--- config.mk ---
export PLATFORM = sky130hd
export DESIGN_NAME = owl_burst_ctrl
export DESIGN_NICKNAME = d
export VERILOG_FILES = /design/src/rtl/owl_pkg.sv /design/src/rtl/crc16_byte.sv /design/src/rtl/owl_burst_ctrl.sv
export SDC_FILE = /design/constraint.sdc
export NUM_CORES = 1
export LEC_CHECK = 0
export CORE_MARGIN = 8
export CORE_UTILIZATION = 51
export CTS_CLUSTER_DIAMETER = 150
export CTS_CLUSTER_SIZE = 20
export DETAILED_ROUTE_END_ITERATION = 6
export DONT_BUFFER_PORTS = 1
export PLACE_DENSITY = 0.66
export RECOVER_POWER = 50
export SLEW_MARGIN = 20
export SYNTH_ARGS = -nofsm -noshare
export SYNTH_HDL_FRONTEND = slang
export SYNTH_SLANG_ARGS = --single-unit
--- constraint.sdc ---
create_clock -name clk -period 5.34 [get_ports clk]
set_input_delay 0.534 -clock clk [delete_from_list [all_inputs] [get_ports clk]]
set_output_delay 0.534 -clock clk [all_outputs]
set_load 0.02 [all_outputs]
--- src/rtl/owl_pkg.sv ---
`default_nettype none
// ============================================================================
// Module      : owl_pkg
// Description : Shared types and constants for the one-wire burst controller.
// Revision    : 1.0 - initial release
// ============================================================================
package owl_pkg;

    typedef enum logic [3:0] {
        S_IDLE    = 4'd0,
        S_RX_CMD  = 4'd1,
        S_RX_ADDR = 4'd2,
        S_RX_LEN  = 4'd3,
        S_RX_DATA = 4'd4,
        S_RX_CRC0 = 4'd5,
        S_RX_CRC1 = 4'd6,
        S_RX_EOF  = 4'd7,
        S_TURN    = 4'd8,
        S_COMMIT  = 4'd9,
        S_TX_STAT = 4'd10,
        S_TX_RD   = 4'd11,
        S_TX_DATA = 4'd12,
        S_TX_CRC0 = 4'd13,
        S_TX_CRC1 = 4'd14,
        S_DONE    = 4'd15
    } state_t;

    localparam int ST_VALID   = 7;
    localparam int ST_OVF     = 6;
    localparam int ST_LEN     = 5;
    localparam int ST_CRC     = 2;
    localparam int ST_CMD     = 1;
    localparam int ST_BIT     = 0;

    localparam int CMD_WR_BIT = 7;

    localparam logic [15:0] CRC_INIT = 16'hFFFF;
    localparam logic [15:0] CRC_POLY = 16'hA001;

    // Reflected CRC-16 update, LSB of the byte first.
    function automatic logic [15:0] crc16_next(input logic [15:0] crc, input logic [7:0] din);
        logic [15:0] c;
        c = crc ^ {8'h00, din};
        for (int i = 0; i < 8; i++) begin
            c = c[0] ? ((c >> 1) ^ CRC_POLY) : (c >> 1);
        end
        return c;
    endfunction

endpackage
`default_nettype wire

--- src/rtl/crc16_byte.sv ---
`default_nettype none
// ============================================================================
// Module      : crc16_byte
// Description : Byte-wide CRC-16/MODBUS accumulator with clear and enable.
// Revision    : 1.0 - initial release
// ============================================================================
module crc16_byte
    import owl_pkg::*;
(
    input  logic        clk,
    input  logic        rst,
    input  logic        clr,
    input  logic        en,
    input  logic [7:0]  din,
    output logic [15:0] crc
);

    logic [15:0] r_crc;
    logic [15:0] w_crc_next;

    always_comb w_crc_next = crc16_next(r_crc, din);

    always_ff @(posedge clk) begin
        if (rst || clr) begin
            r_crc <= CRC_INIT;
        end else if (en) begin
            r_crc <= w_crc_next;
        end
    end

    assign crc = r_crc;

endmodule
`default_nettype wire

--- src/rtl/owl_burst_ctrl.sv ---
`default_nettype none
// ============================================================================
// Module      : owl_burst_ctrl
// Description : Frame-level one-wire slave: CRC-checked burst SFR access.
// Revision    : 1.0 - initial release
// ============================================================================
module owl_burst_ctrl
    import owl_pkg::*;
#(
    parameter int ADDR_W    = 6,
    parameter int MAX_BURST = 8,
    parameter int TO_CYCLES = 4095,
    parameter int TA_CYCLES = 64,
    parameter int ERR_RESP  = 0
)(
    input  logic              clk,
    input  logic              rst,
    input  logic              rx_sof,
    input  logic              rx_vld,
    input  logic [7:0]        rx_data,
    input  logic              rx_eof,
    input  logic              rx_bit_err,
    output logic              tx_vld,
    output logic [7:0]        tx_data,
    input  logic              tx_rdy,
    input  logic              tx_idle,
    output logic [ADDR_W-1:0] sfr_addr,
    output logic [7:0]        sfr_wdata,
    output logic              sfr_wr,
    output logic              sfr_rd,
    input  logic [7:0]        sfr_rdata,
    input  logic              sfr_ready,
    output logic              busy,
    output logic [7:0]        last_status
);

    localparam int c_cnt_max = (TO_CYCLES > TA_CYCLES) ? TO_CYCLES : TA_CYCLES;
    localparam int c_cnt_w   = $clog2(c_cnt_max + 1);
    localparam int c_idx_w   = (MAX_BURST > 1) ? $clog2(MAX_BURST) : 1;
    localparam logic [c_cnt_w-1:0] c_to_last = c_cnt_w'(TO_CYCLES - 1);
    localparam logic [c_cnt_w-1:0] c_ta_last = c_cnt_w'(TA_CYCLES - 1);
    localparam logic [7:0]         c_max_len = 8'(MAX_BURST - 1);

    state_t             r_state;
    logic [c_cnt_w-1:0] r_cnt;
    logic               r_is_wr;
    logic [ADDR_W-1:0]  r_addr;
    logic [7:0]         r_len;
    logic [7:0]         r_idx;
    logic [7:0]         r_buf [MAX_BURST];
    logic               r_ovf_err, r_len_err, r_crc_err, r_cmd_err, r_bit_err;
    logic [7:0]         r_rd_byte;
    logic               r_tx_vld;
    logic [7:0]         r_tx_data;
    logic [ADDR_W-1:0]  r_sfr_addr;
    logic [7:0]         r_sfr_wdata;
    logic               r_sfr_wr, r_sfr_rd;
    logic [7:0]         r_last_status;

    logic [15:0]        w_rx_crc, w_tx_crc;
    logic               w_rx_crc_en, w_tx_crc_en, w_tx_hs, w_buf_we;
    logic [7:0]         w_status;
    logic               w_err, w_last, w_good_read;
    logic [ADDR_W-1:0]  w_cur_addr;

    assign w_rx_crc_en = rx_vld && (r_state inside {S_RX_CMD, S_RX_ADDR, S_RX_LEN,
                                                    S_RX_DATA, S_RX_CRC0, S_RX_CRC1});
    assign w_tx_hs     = r_tx_vld && tx_rdy;
    assign w_tx_crc_en = w_tx_hs && (r_state inside {S_TX_STAT, S_TX_DATA});
    assign w_buf_we    = (r_state == S_RX_DATA) && rx_vld && !rx_eof && !r_len_err;
    assign w_status    = {1'b1, r_ovf_err, r_len_err, 2'b00, r_crc_err, r_cmd_err, r_bit_err};
    assign w_err       = |w_status[ST_OVF:ST_BIT];
    assign w_last      = (r_idx == r_len);
    assign w_cur_addr  = r_addr + r_idx[ADDR_W-1:0];
    assign w_good_read = !r_is_wr && (r_last_status[ST_OVF:ST_BIT] == 7'd0);

    crc16_byte u_rx_crc (
        .clk (clk), .rst (rst), .clr (r_state == S_IDLE),
        .en  (w_rx_crc_en), .din (rx_data), .crc (w_rx_crc)
    );

    crc16_byte u_tx_crc (
        .clk (clk), .rst (rst), .clr (r_state == S_TURN),
        .en  (w_tx_crc_en), .din (r_tx_data), .crc (w_tx_crc)
    );

    // Write buffer has no reset: it is only read after a complete, checked frame.
    always_ff @(posedge clk) begin
        if (w_buf_we) begin
            r_buf[r_idx[c_idx_w-1:0]] <= rx_data;
        end
    end

    always_ff @(posedge clk) begin
        if (rst) begin
            r_state       <= S_IDLE;
            r_cnt         <= '0;
            r_is_wr       <= 1'b0;
            r_addr        <= '0;
            r_len         <= '0;
            r_idx         <= '0;
            r_ovf_err     <= 1'b0;
            r_len_err     <= 1'b0;
            r_crc_err     <= 1'b0;
            r_cmd_err     <= 1'b0;
            r_bit_err     <= 1'b0;
            r_rd_byte     <= '0;
            r_tx_vld      <= 1'b0;
            r_tx_data     <= '0;
            r_sfr_addr    <= '0;
            r_sfr_wdata   <= '0;
            r_sfr_wr      <= 1'b0;
            r_sfr_rd      <= 1'b0;
            r_last_status <= '0;
        end else begin
            r_cnt <= r_cnt + 1'b1;
            if (rx_bit_err && (r_state != S_IDLE)) begin
                r_bit_err <= 1'b1;
            end
            case (r_state)
                S_IDLE: begin
                    if (rx_sof) begin
                        r_state   <= S_RX_CMD;
                        r_cnt     <= '0;
                        r_ovf_err <= 1'b0;
                        r_len_err <= 1'b0;
                        r_crc_err <= 1'b0;
                        r_cmd_err <= 1'b0;
                        r_bit_err <= 1'b0;
                    end
                end
                S_RX_CMD, S_RX_ADDR, S_RX_LEN, S_RX_DATA, S_RX_CRC0, S_RX_CRC1, S_RX_EOF: begin
                    if (rx_vld || rx_eof) begin
                        r_cnt <= '0;
                    end
                    if (rx_eof && (r_state != S_RX_EOF)) begin
                        // A frame that ends early is treated as a length error.
                        r_len_err <= 1'b1;
                        r_state   <= S_TURN;
                    end else if (rx_eof) begin
                        r_crc_err <= (w_rx_crc != 16'h0000);
                        r_state   <= S_TURN;
                    end else if (rx_vld) begin
                        case (r_state)
                            S_RX_CMD: begin
                                r_is_wr   <= rx_data[CMD_WR_BIT];
                                r_cmd_err <= |rx_data[CMD_WR_BIT-1:0];
                                r_state   <= S_RX_ADDR;
                            end
                            S_RX_ADDR: begin
                                r_addr  <= rx_data[ADDR_W-1:0];
                                r_state <= S_RX_LEN;
                            end
                            S_RX_LEN: begin
                                r_len <= rx_data;
                                r_idx <= '0;
                                if (rx_data > c_max_len) begin
                                    r_len_err <= 1'b1;
                                end
                                r_state <= r_is_wr ? S_RX_DATA : S_RX_CRC0;
                            end
                            S_RX_DATA: begin
                                if (w_last) begin
                                    r_state <= S_RX_CRC0;
                                end else begin
                                    r_idx <= r_idx + 8'd1;
                                end
                            end
                            S_RX_CRC0: r_state <= S_RX_CRC1;
                            S_RX_CRC1: r_state <= S_RX_EOF;
                            default:   r_len_err <= 1'b1;
                        endcase
                    end else if (r_cnt == c_to_last) begin
                        r_ovf_err <= 1'b1;
                        r_cnt     <= '0;
                        r_state   <= S_TURN;
                    end
                end
                S_TURN: begin
                    r_last_status <= w_status;
                    if (r_cnt == c_ta_last) begin
                        r_cnt <= '0;
                        r_idx <= '0;
                        if (w_err) begin
                            r_state <= (ERR_RESP != 0) ? S_TX_STAT : S_IDLE;
                        end else begin
                            r_state <= r_is_wr ? S_COMMIT : S_TX_STAT;
                        end
                    end
                end
                S_COMMIT: begin
                    if (!r_sfr_wr) begin
                        r_sfr_wr    <= 1'b1;
                        r_sfr_addr  <= w_cur_addr;
                        r_sfr_wdata <= r_buf[r_idx[c_idx_w-1:0]];
                    end else if (sfr_ready) begin
                        r_sfr_wr <= 1'b0;
                        if (w_last) begin
                            r_idx   <= '0;
                            r_state <= S_TX_STAT;
                        end else begin
                            r_idx <= r_idx + 8'd1;
                        end
                    end
                end
                S_TX_STAT: begin
                    if (!r_tx_vld) begin
                        r_tx_vld  <= 1'b1;
                        r_tx_data <= r_last_status;
                    end else if (tx_rdy) begin
                        r_tx_vld <= 1'b0;
                        r_state  <= w_good_read ? S_TX_RD : S_TX_CRC0;
                    end
                end
                S_TX_RD: begin
                    if (!r_sfr_rd) begin
                        r_sfr_rd   <= 1'b1;
                        r_sfr_addr <= w_cur_addr;
                    end else if (sfr_ready) begin
                        r_sfr_rd  <= 1'b0;
                        r_rd_byte <= sfr_rdata;
                        r_state   <= S_TX_DATA;
                    end
                end
                S_TX_DATA: begin
                    if (!r_tx_vld) begin
                        r_tx_vld  <= 1'b1;
                        r_tx_data <= r_rd_byte;
                    end else if (tx_rdy) begin
                        r_tx_vld <= 1'b0;
                        if (w_last) begin
                            r_state <= S_TX_CRC0;
                        end else begin
                            r_idx   <= r_idx + 8'd1;
                            r_state <= S_TX_RD;
                        end
                    end
                end
                S_TX_CRC0: begin
                    if (!r_tx_vld) begin
                        r_tx_vld  <= 1'b1;
                        r_tx_data <= w_tx_crc[7:0];
                    end else if (tx_rdy) begin
                        r_tx_vld <= 1'b0;
                        r_state  <= S_TX_CRC1;
                    end
                end
                S_TX_CRC1: begin
                    if (!r_tx_vld) begin
                        r_tx_vld  <= 1'b1;
                        r_tx_data <= w_tx_crc[15:8];
                    end else if (tx_rdy) begin
                        r_tx_vld <= 1'b0;
                        r_state  <= S_DONE;
                    end
                end
                S_DONE: begin
                    if (tx_idle) begin
                        r_state   <= S_IDLE;
                        r_ovf_err <= 1'b0;
                        r_len_err <= 1'b0;
                        r_crc_err <= 1'b0;
                        r_cmd_err <= 1'b0;
                        r_bit_err <= 1'b0;
                    end
                end
                default: r_state <= S_IDLE;
            endcase
        end
    end

    assign tx_vld      = r_tx_vld;
    assign tx_data     = r_tx_data;
    assign sfr_addr    = r_sfr_addr;
    assign sfr_wdata   = r_sfr_wdata;
    assign sfr_wr      = r_sfr_wr;
    assign sfr_rd      = r_sfr_rd;
    assign busy        = (r_state != S_IDLE);
    assign last_status = r_last_status;

endmodule
`default_nettype wire

==> results.md, run 1 <==
- Met3 Usage GRT: 0.0614
- Hold/Removal Path Class: in -> reg
- Asr flop ratio synth: 0
- Cell taking the most area after synthesis: dfxtp_1
- CTS root buffer: clkbuf_16
- Fmax: 0.263 GHz
- Worst Reg-to-Reg Cells: 5
- Clock sink total: 179
- Compound-Gate Fraction of Synth Area: 0.115
- Grt ovf: 0
- Nets: 839
- Comb power frac: 0.202
- Yosys reg bits: 179
- Initial antenna violation count: 0
- Yosys top cell area share: 0.280
- Largest family of logic cells by synthesized area: simple AND/OR/NAND/NOR gates
- CTS Buffer Depth: 2
- Cell count after synthesis: 823
- Max-slew headroom: -0.348
- Number of flops mapped to enable cells by yosys: 64
- Skew final: 0.00748 ns
- Clk pwr share: 0.341
- Setup Total Neg Slack: 0 ns
- Synthesis-to-layout area growth: 8.04%
- Met1 GRT Util: 0.244
- Pwr/cell area: 392 nW/um^2
- Post-synthesis simple-gate area fraction: 0.175
- Most used DFF post-synth: dfxtp_1
- N_diodes: 0
- Met2 usage in global routing: 0.318
- Post-CTS sizing: 0
- First-pass GRT wire length: 31100 um
- IO Pins: 59
- Top post-synthesis cells by area: dfxtp_1 28%, edfxtp_1 23%, mux2i_1 6.8%
- Hold path cells: 1
- Sequential Power Share: 0.458
- Die Area: 20400 um^2
- Cell variety after synth: 65
- CP max FO: 23
- Layout cells sized above 1: 0.0563
- Routed Antenna Nets: 0
- Setup violations, final: 0
- Post-synthesis adder-cell area fraction: 0.0161
- Hold path endpoint: tx_data[2]
- Worst hold start: rst
- Clock Latency Late Sink: 0.42 ns
- Post-synthesis mux area share: 0.0737
- Max cap viols: 3
- Ys Warns: 0
- Maximum VDD drop: 0.251 mV
- Count leader, synth: dfxtp_1
- Die Y: 143 um
- Worst slew pin tran: 2.02 ns
- Sw frac: 0.317
- Die width: 143 um
- Worst Path Required: 5.70 ns
- # rows: 46
- Final total power: 3.48 mW
- Mean post-synth cell area: 9.98 um^2
- Period Utilization, post-route: 0.712
- Internal power: 2.38 mW
- Pins over their slew limit: 59
- LEAKAGE: 3.12 nW
- Startpoint Class: register
- Reg-to-Reg Start: r_state[0]
- TritonCTS clock tree: yes
- Setup bufs post-CTS: 0
- Post-detail-place hpwl: 13700 um
- Critical path type: reg -> reg
- Failing checks: capacitance limit, slew limit
- Net switching power: 1.10 mW
- Inst Count DP: 1001
- Initial DRT Pass Iterations: 7
- Top post-synthesis cells by count: 115 x dfxtp_1, 102 x nand2_1, 86 x nor2_1
- Total wire length: 19400 um
- Core box area: 15800 um^2
- Gr busiest metal: met2
- Critical R2R Capture: r_idx[7]
- Worst setup EP type: register
- Routed wire per std cell: 18.8 um
- Register clock-pin slew on the reported worst setup and hold paths: 0.07 ns
- Starting DRT DRC Count: 585
- Seq/Total Area, Yosys: 0.514
- Flop2flop setup slack: 1.54 ns
- Vias in the first global route: 5916
- TritonCTS buffer count: 17
- Via density per instance: 5.78
- Vias: 5970
- Final Hold Viols: 0
- Arrival @ worst endpoint: 4.16 ns
- CTS Hold Bufs: 0
- Status: complete, but fails checks
- Largest net degree at the start of global routing: 69
- Syn Std Cell Area: 8220 um^2
- Initial Util: 0.519
- Buffers on Ports: 0
- Total global routing track utilization: 0.197
- Htree depth: 4
- RSZ-0062 raised after global routing: no
- DRC: 0
- Non-filler cells, final: 1033
- Filler cells: 1399
- Post-Synth XOR/XNOR Area: 0.0772
- GP Congestion: 0.873
- Minimum clock period: 3.80 ns
## flip-flops by register name, summed over array words and instances, names as in the netlist
register / count
tx_data: 8
sfr_addr: 6
r_is_wr: 1
r_buf: 64
sfr_rd: 1
r_bit_err: 1
r_state: 4
r_crc_err: 1
r_addr: 6
u_tx_crc.crc: 16
r_len_err: 1
sfr_wr: 1
u_rx_crc.crc: 16
r_idx: 8
sfr_wdata: 8
r_ovf_err: 1
r_cmd_err: 1
r_rd_byte: 8
tx_vld: 1
r_len: 8
last_status: 6
r_cnt: 12
## cell usage in the layout (no fill, tap or decap), types with 17 or more instances in the layout
cell       instances
a21oi_1           52
clkbuf_16         17
dfxtp_1          115
edfxtp_1          64
mux2i_1           56
nand2_1          102
nand3_1           24
nor2_1            86
nor3_1            25
nor4_1            17
o211ai_1          22
o21ai_0           18
xnor2_1           42
xor2_1            25
## routing by layer
layer  wire length, um  vias to the layer above
met4               292                        0
met5                 0                        -
met1              8600                     2883
li1                  -                     2911
met2              9190                      156
met3              1300                       20
## power groups by stage
| stage | sequential [mW] | clock [mW] | combinational [mW] |
|---|---|---|---|
| 6_report | 1.59 | 1.19 | 0.703 |
| 5_1_grt | 1.61 | 1.26 | 0.773 |
| 4_1_cts | 1.59 | 1.20 | 0.700 |
| 3_5_place_dp | 1.62 | 0 | 0.694 |
| 3_3_place_gp | 1.62 | 0 | 0.690 |
| 2_1_floorplan | 1.57 | 0 | 0.601 |
## critical path, stage by stage (launching register included)
cell and delay (ns):
dfxtp_1 0.82, nand2_1 0.23, nor4_1 1.20, o211ai_1 0.68, or4_1 0.66, a21oi_1 0.14
## worst max-delay path by stage
stage	startpoint	cells after the start	endpoint	slack [ns]
finish	r_state[0]	5	r_idx[7]	1.54
floorplan	rx_eof	5	r_idx[7]	3.15
CTS	r_state[0]	5	r_idx[7]	2.18
detailed placement	r_state[0]	5	r_idx[7]	2.19
global placement	r_state[0]	5	r_idx[7]	2.33
global route	r_state[0]	5	r_idx[5]	1.18
## layout make-up
type	count	area [um^2]	share of cell area
Clock buffer	18	429	0.0483
Timing Repair Buffer	4	22.5	0.00254
Multi-Input combinational cell	590	3760	0.423
Tap cell	216	270	0.0304
Inverter	12	45.0	0.00507
Clock inverter	14	128	0.0144
Sequential cell	179	4220	0.476
## metrics by stage
stage	hold slack, ns	util	area (um^2)	setup WS (ns)
2_1_floorplan	0.437	-	8220	3.15
3_3_place_gp	0.449	0.527	8340	2.33
3_5_place_dp	0.449	0.527	8340	2.19
4_1_cts	0.161	0.562	8890	2.18
5_1_grt	0.161	0.561	8880	1.18
6_report	0.180	0.561	8880	1.54
## logic make-up (layout without fill, tap and decap cells)
| kind of cell | count (synthesis) | in the layout |
|---|---|---|
| AND/OR/NAND/NOR | 302 | 302 |
| multiplexers | 58 | 58 |
| buffers and inverters | 55 | 48 |
| XOR/XNOR | 69 | 69 |
| other | 1 | 2 |
| adder cells (fa/ha/maj) | 10 | 10 |
| AO/OA/AOI/OAI | 149 | 149 |
| flip-flops | 179 | 179 |
No activity file was read; power rests on OpenSTA's default activity.
==> run 2, diff against run 1 <==
--- a/config.mk
+++ b/config.mk
@@ -11,7 +11,7 @@
 export CTS_CLUSTER_SIZE = 20
 export DETAILED_ROUTE_END_ITERATION = 6
 export DONT_BUFFER_PORTS = 1
-export PLACE_DENSITY = 0.66
+export PLACE_DENSITY = 0.69
 export RECOVER_POWER = 50
 export SLEW_MARGIN = 20
 export SYNTH_ARGS = -nofsm -noshare
==> constraint.sdc (replaced) <==
create_clock -name clk -period 3.4 [get_ports clk]
set_input_delay 0.34 -clock clk [delete_from_list [all_inputs] [get_ports clk]]
set_output_delay 0.34 -clock clk [all_outputs]
set_load 0.02 [all_outputs]
==> results.md, run 2 (same netlist as run 1, synthesis figures left out) <==
- Worst setup EP type: register
- Core box area: 15800 um^2 (unchanged)
- Buffers on Ports: 0 (unchanged)
- Filler cells: 1353 (-3.3%)
- Flop2flop setup slack: 0.52 ns (-1.01 ns)
- Pwr/cell area: 614 nW/um^2 (+57%)
- Worst Reg-to-Reg Cells: 8 (+3)
- Inst Count DP: 1018 (+1.7%)
- Setup bufs post-CTS: 0 (unchanged)
- Commonest cells after routing, fill and taps aside: 114 x dfxtp_1, 102 x nand2_1, 86 x nor2_1
- Reg-to-Reg Start: sfr_wr
- Die Y: 143 um (unchanged)
- CTS root buffer: clkbuf_16
- Post-detail-place hpwl: 14200 um (+3.9%)
- Grt ovf: 0 (unchanged)
- Worst hold start: rx_data[1]
- RSZ-0062 raised after global routing: no
- Maximum VDD drop: 0.417 mV (+66%)
- Status: finished, final reports clean
- Vias in the first global route: 6238 (+5.4%)
- Initial antenna violation count: 0 (unchanged)
- CP startpoint: sfr_wr
- CTS Buffer Depth: 2 (unchanged)
- Max FFs per register: 64 (unchanged)
- Initial Util: 0.519 (unchanged)
- Max-slew headroom: 0.220 (+0.568)
- Starting DRT DRC Count: 476 (-19%)
- Synthesis-to-layout area growth: 11.0%
- CP peak stage delay: 0.72 ns (-0.48 ns)
- Critical R2R Capture: r_state[2]
- Max cap viols: 0 (-3)
- TritonCTS clock tree: yes
- CP delay by family, top: simple AND/OR/NAND/NOR gates
- Total global routing track utilization: 0.212 (+0.0150)
- Vias: 6200 (+3.9%)
- Reg area: 4230 um^2 (about the same)
- Via density per instance: 5.85 (+1.2%)
- Layout cells sized above 1: 0.0746 (+0.0183)
- Initial DRT Pass Iterations: 5 (-2)
- Htree depth: 4 (unchanged)
- Post-CTS sizing: 0 (unchanged)
- Period Utilization, post-route: 0.846 (+0.134)
- Pins over their slew limit: 0 (-100%)
- Worst path cell trace: clkbuf_1 > mux2i_1 > nand3_1 > buf_4 > o311ai_0 > or4_4 > or2_1 > o31ai_1
- Skew final: 0.00869 ns (+0.00121 ns)
- Hold path endpoint: r_len[1]
- # rows: 46 (unchanged)
- Arrival @ worst endpoint: 3.22 ns (-0.94 ns)
- TritonCTS buffer count: 17 (unchanged)
- Worst hold slack: 0.0335 ns (-0.146 ns)
- Clock sink total: 179 (unchanged)
- GP Congestion: 0.925 (+5.9%)
- Multi-input logic area: 3760 um^2 (about the same)
- Final Hold Viols: 0 (unchanged)
- Worst slew pin tran: 1.17 ns (-0.850 ns)
- Clock Latency Late Sink: 0.44 ns (+0.02 ns)
- Hold/Removal Path Class: in -> reg
- IO Pins: 59 (unchanged)
- Total wire length: 20900 um (+7.6%)
- Nets: 866 (+3.2%)
- CP max FO: 13 (-43%)
- Most common cell after layout, fill and taps aside: dfxtp_1
- Routed wire per std cell: 19.7 um (+4.9%)
- Worst Path Required: 3.75 ns (-1.95 ns)
- Buf/Inv on CP: 2 (+2)
- DRC: 0 (unchanged)
- Startpoint Class: register
- Hold path cells: 2 (+1)
- Largest net degree at the start of global routing: 62 (-10%)
- Non-filler cells, final: 1060 (+2.6%)
- Routed Antenna Nets: 0 (unchanged)
- CTS Hold Bufs: 10 (+10)
- Setup Total Neg Slack: 0 ns (unchanged)
- Register clock-pin slew on the reported worst setup and hold paths: 0.07 ns (about the same)
- Fmax: 0.348 GHz (+32%)
- Placed Area: 8460 um^2 (+1.5%)
- Die Area: 20400 um^2 (unchanged)
- Die width: 143 um (unchanged)
- Setup violations, final: 0 (unchanged)
- LEAKAGE: 3.23 nW (+3.5%)
- Minimum clock period: 2.88 ns (-0.926 ns)
- First-pass GRT wire length: 33100 um (+6.6%)
- Critical path type: reg -> reg
- Design area: 9120 um^2 (+2.7%)
- N_diodes: 0 (unchanged)
- Critical-path top delay cell: clkbuf_1
run 2: cell types whose count changed in the layout (fill, tap and decap cells not counted), sizes merged:
cell,change
dlygate4sd3,+9
clkbuf,+5
bufinv,-1
buf,+12
clkinvlp,+2
clkinv,-2
inv,+2
run 2: worst max-delay path by stage:
stage            endpoint  cells past startpoint
2_1_floorplan    r_idx[7]                      7
4_1_cts        r_state[2]                      7
3_3_place_gp   r_state[1]                      7
3_5_place_dp   r_state[2]                      7
5_1_grt        tx_data[5]                      6
6_report       r_state[2]                      8
run 2: cell type report:
type                            instances  share of cell area
Sequential cell                       179               0.463
Multi-Input combinational cell        590               0.412
Clock buffer                           17              0.0466
Tap cell                              216              0.0296
Timing Repair Buffer                   31              0.0270
Clock inverter                         15              0.0161
Inverter                               12             0.00494
run 2: per-layer routing:
metal	vias to the layer above	part of all wire	wire length [um]	GRT usage
li1	2968	-	-	-
met1	2979	0.42	8780	0.261
met2	215	0.47	9890	0.340
met3	38	0.087	1810	0.0674
met4	0	0.018	375	0.0772
met5	-	0	0	0
run 2: metrics by stage:
stage / worst slack (ns) / util / total power [mW]
after floorplan: 1.22 / - / 3.41
after global routing: 0.349 / 0.576 / 5.84
after CTS: 0.682 / 0.578 / 5.62
final: 0.525 / 0.576 / 5.60
after global placement: 0.792 / 0.535 / 3.69
after detailed placement: 0.710 / 0.535 / 3.71
run 2: report_power, final:
group | switching, mW | internal [mW]
Combinational | 0.766 | 0.457
Sequential | 0.183 | 2.31
Clock | 0.912 | 0.971
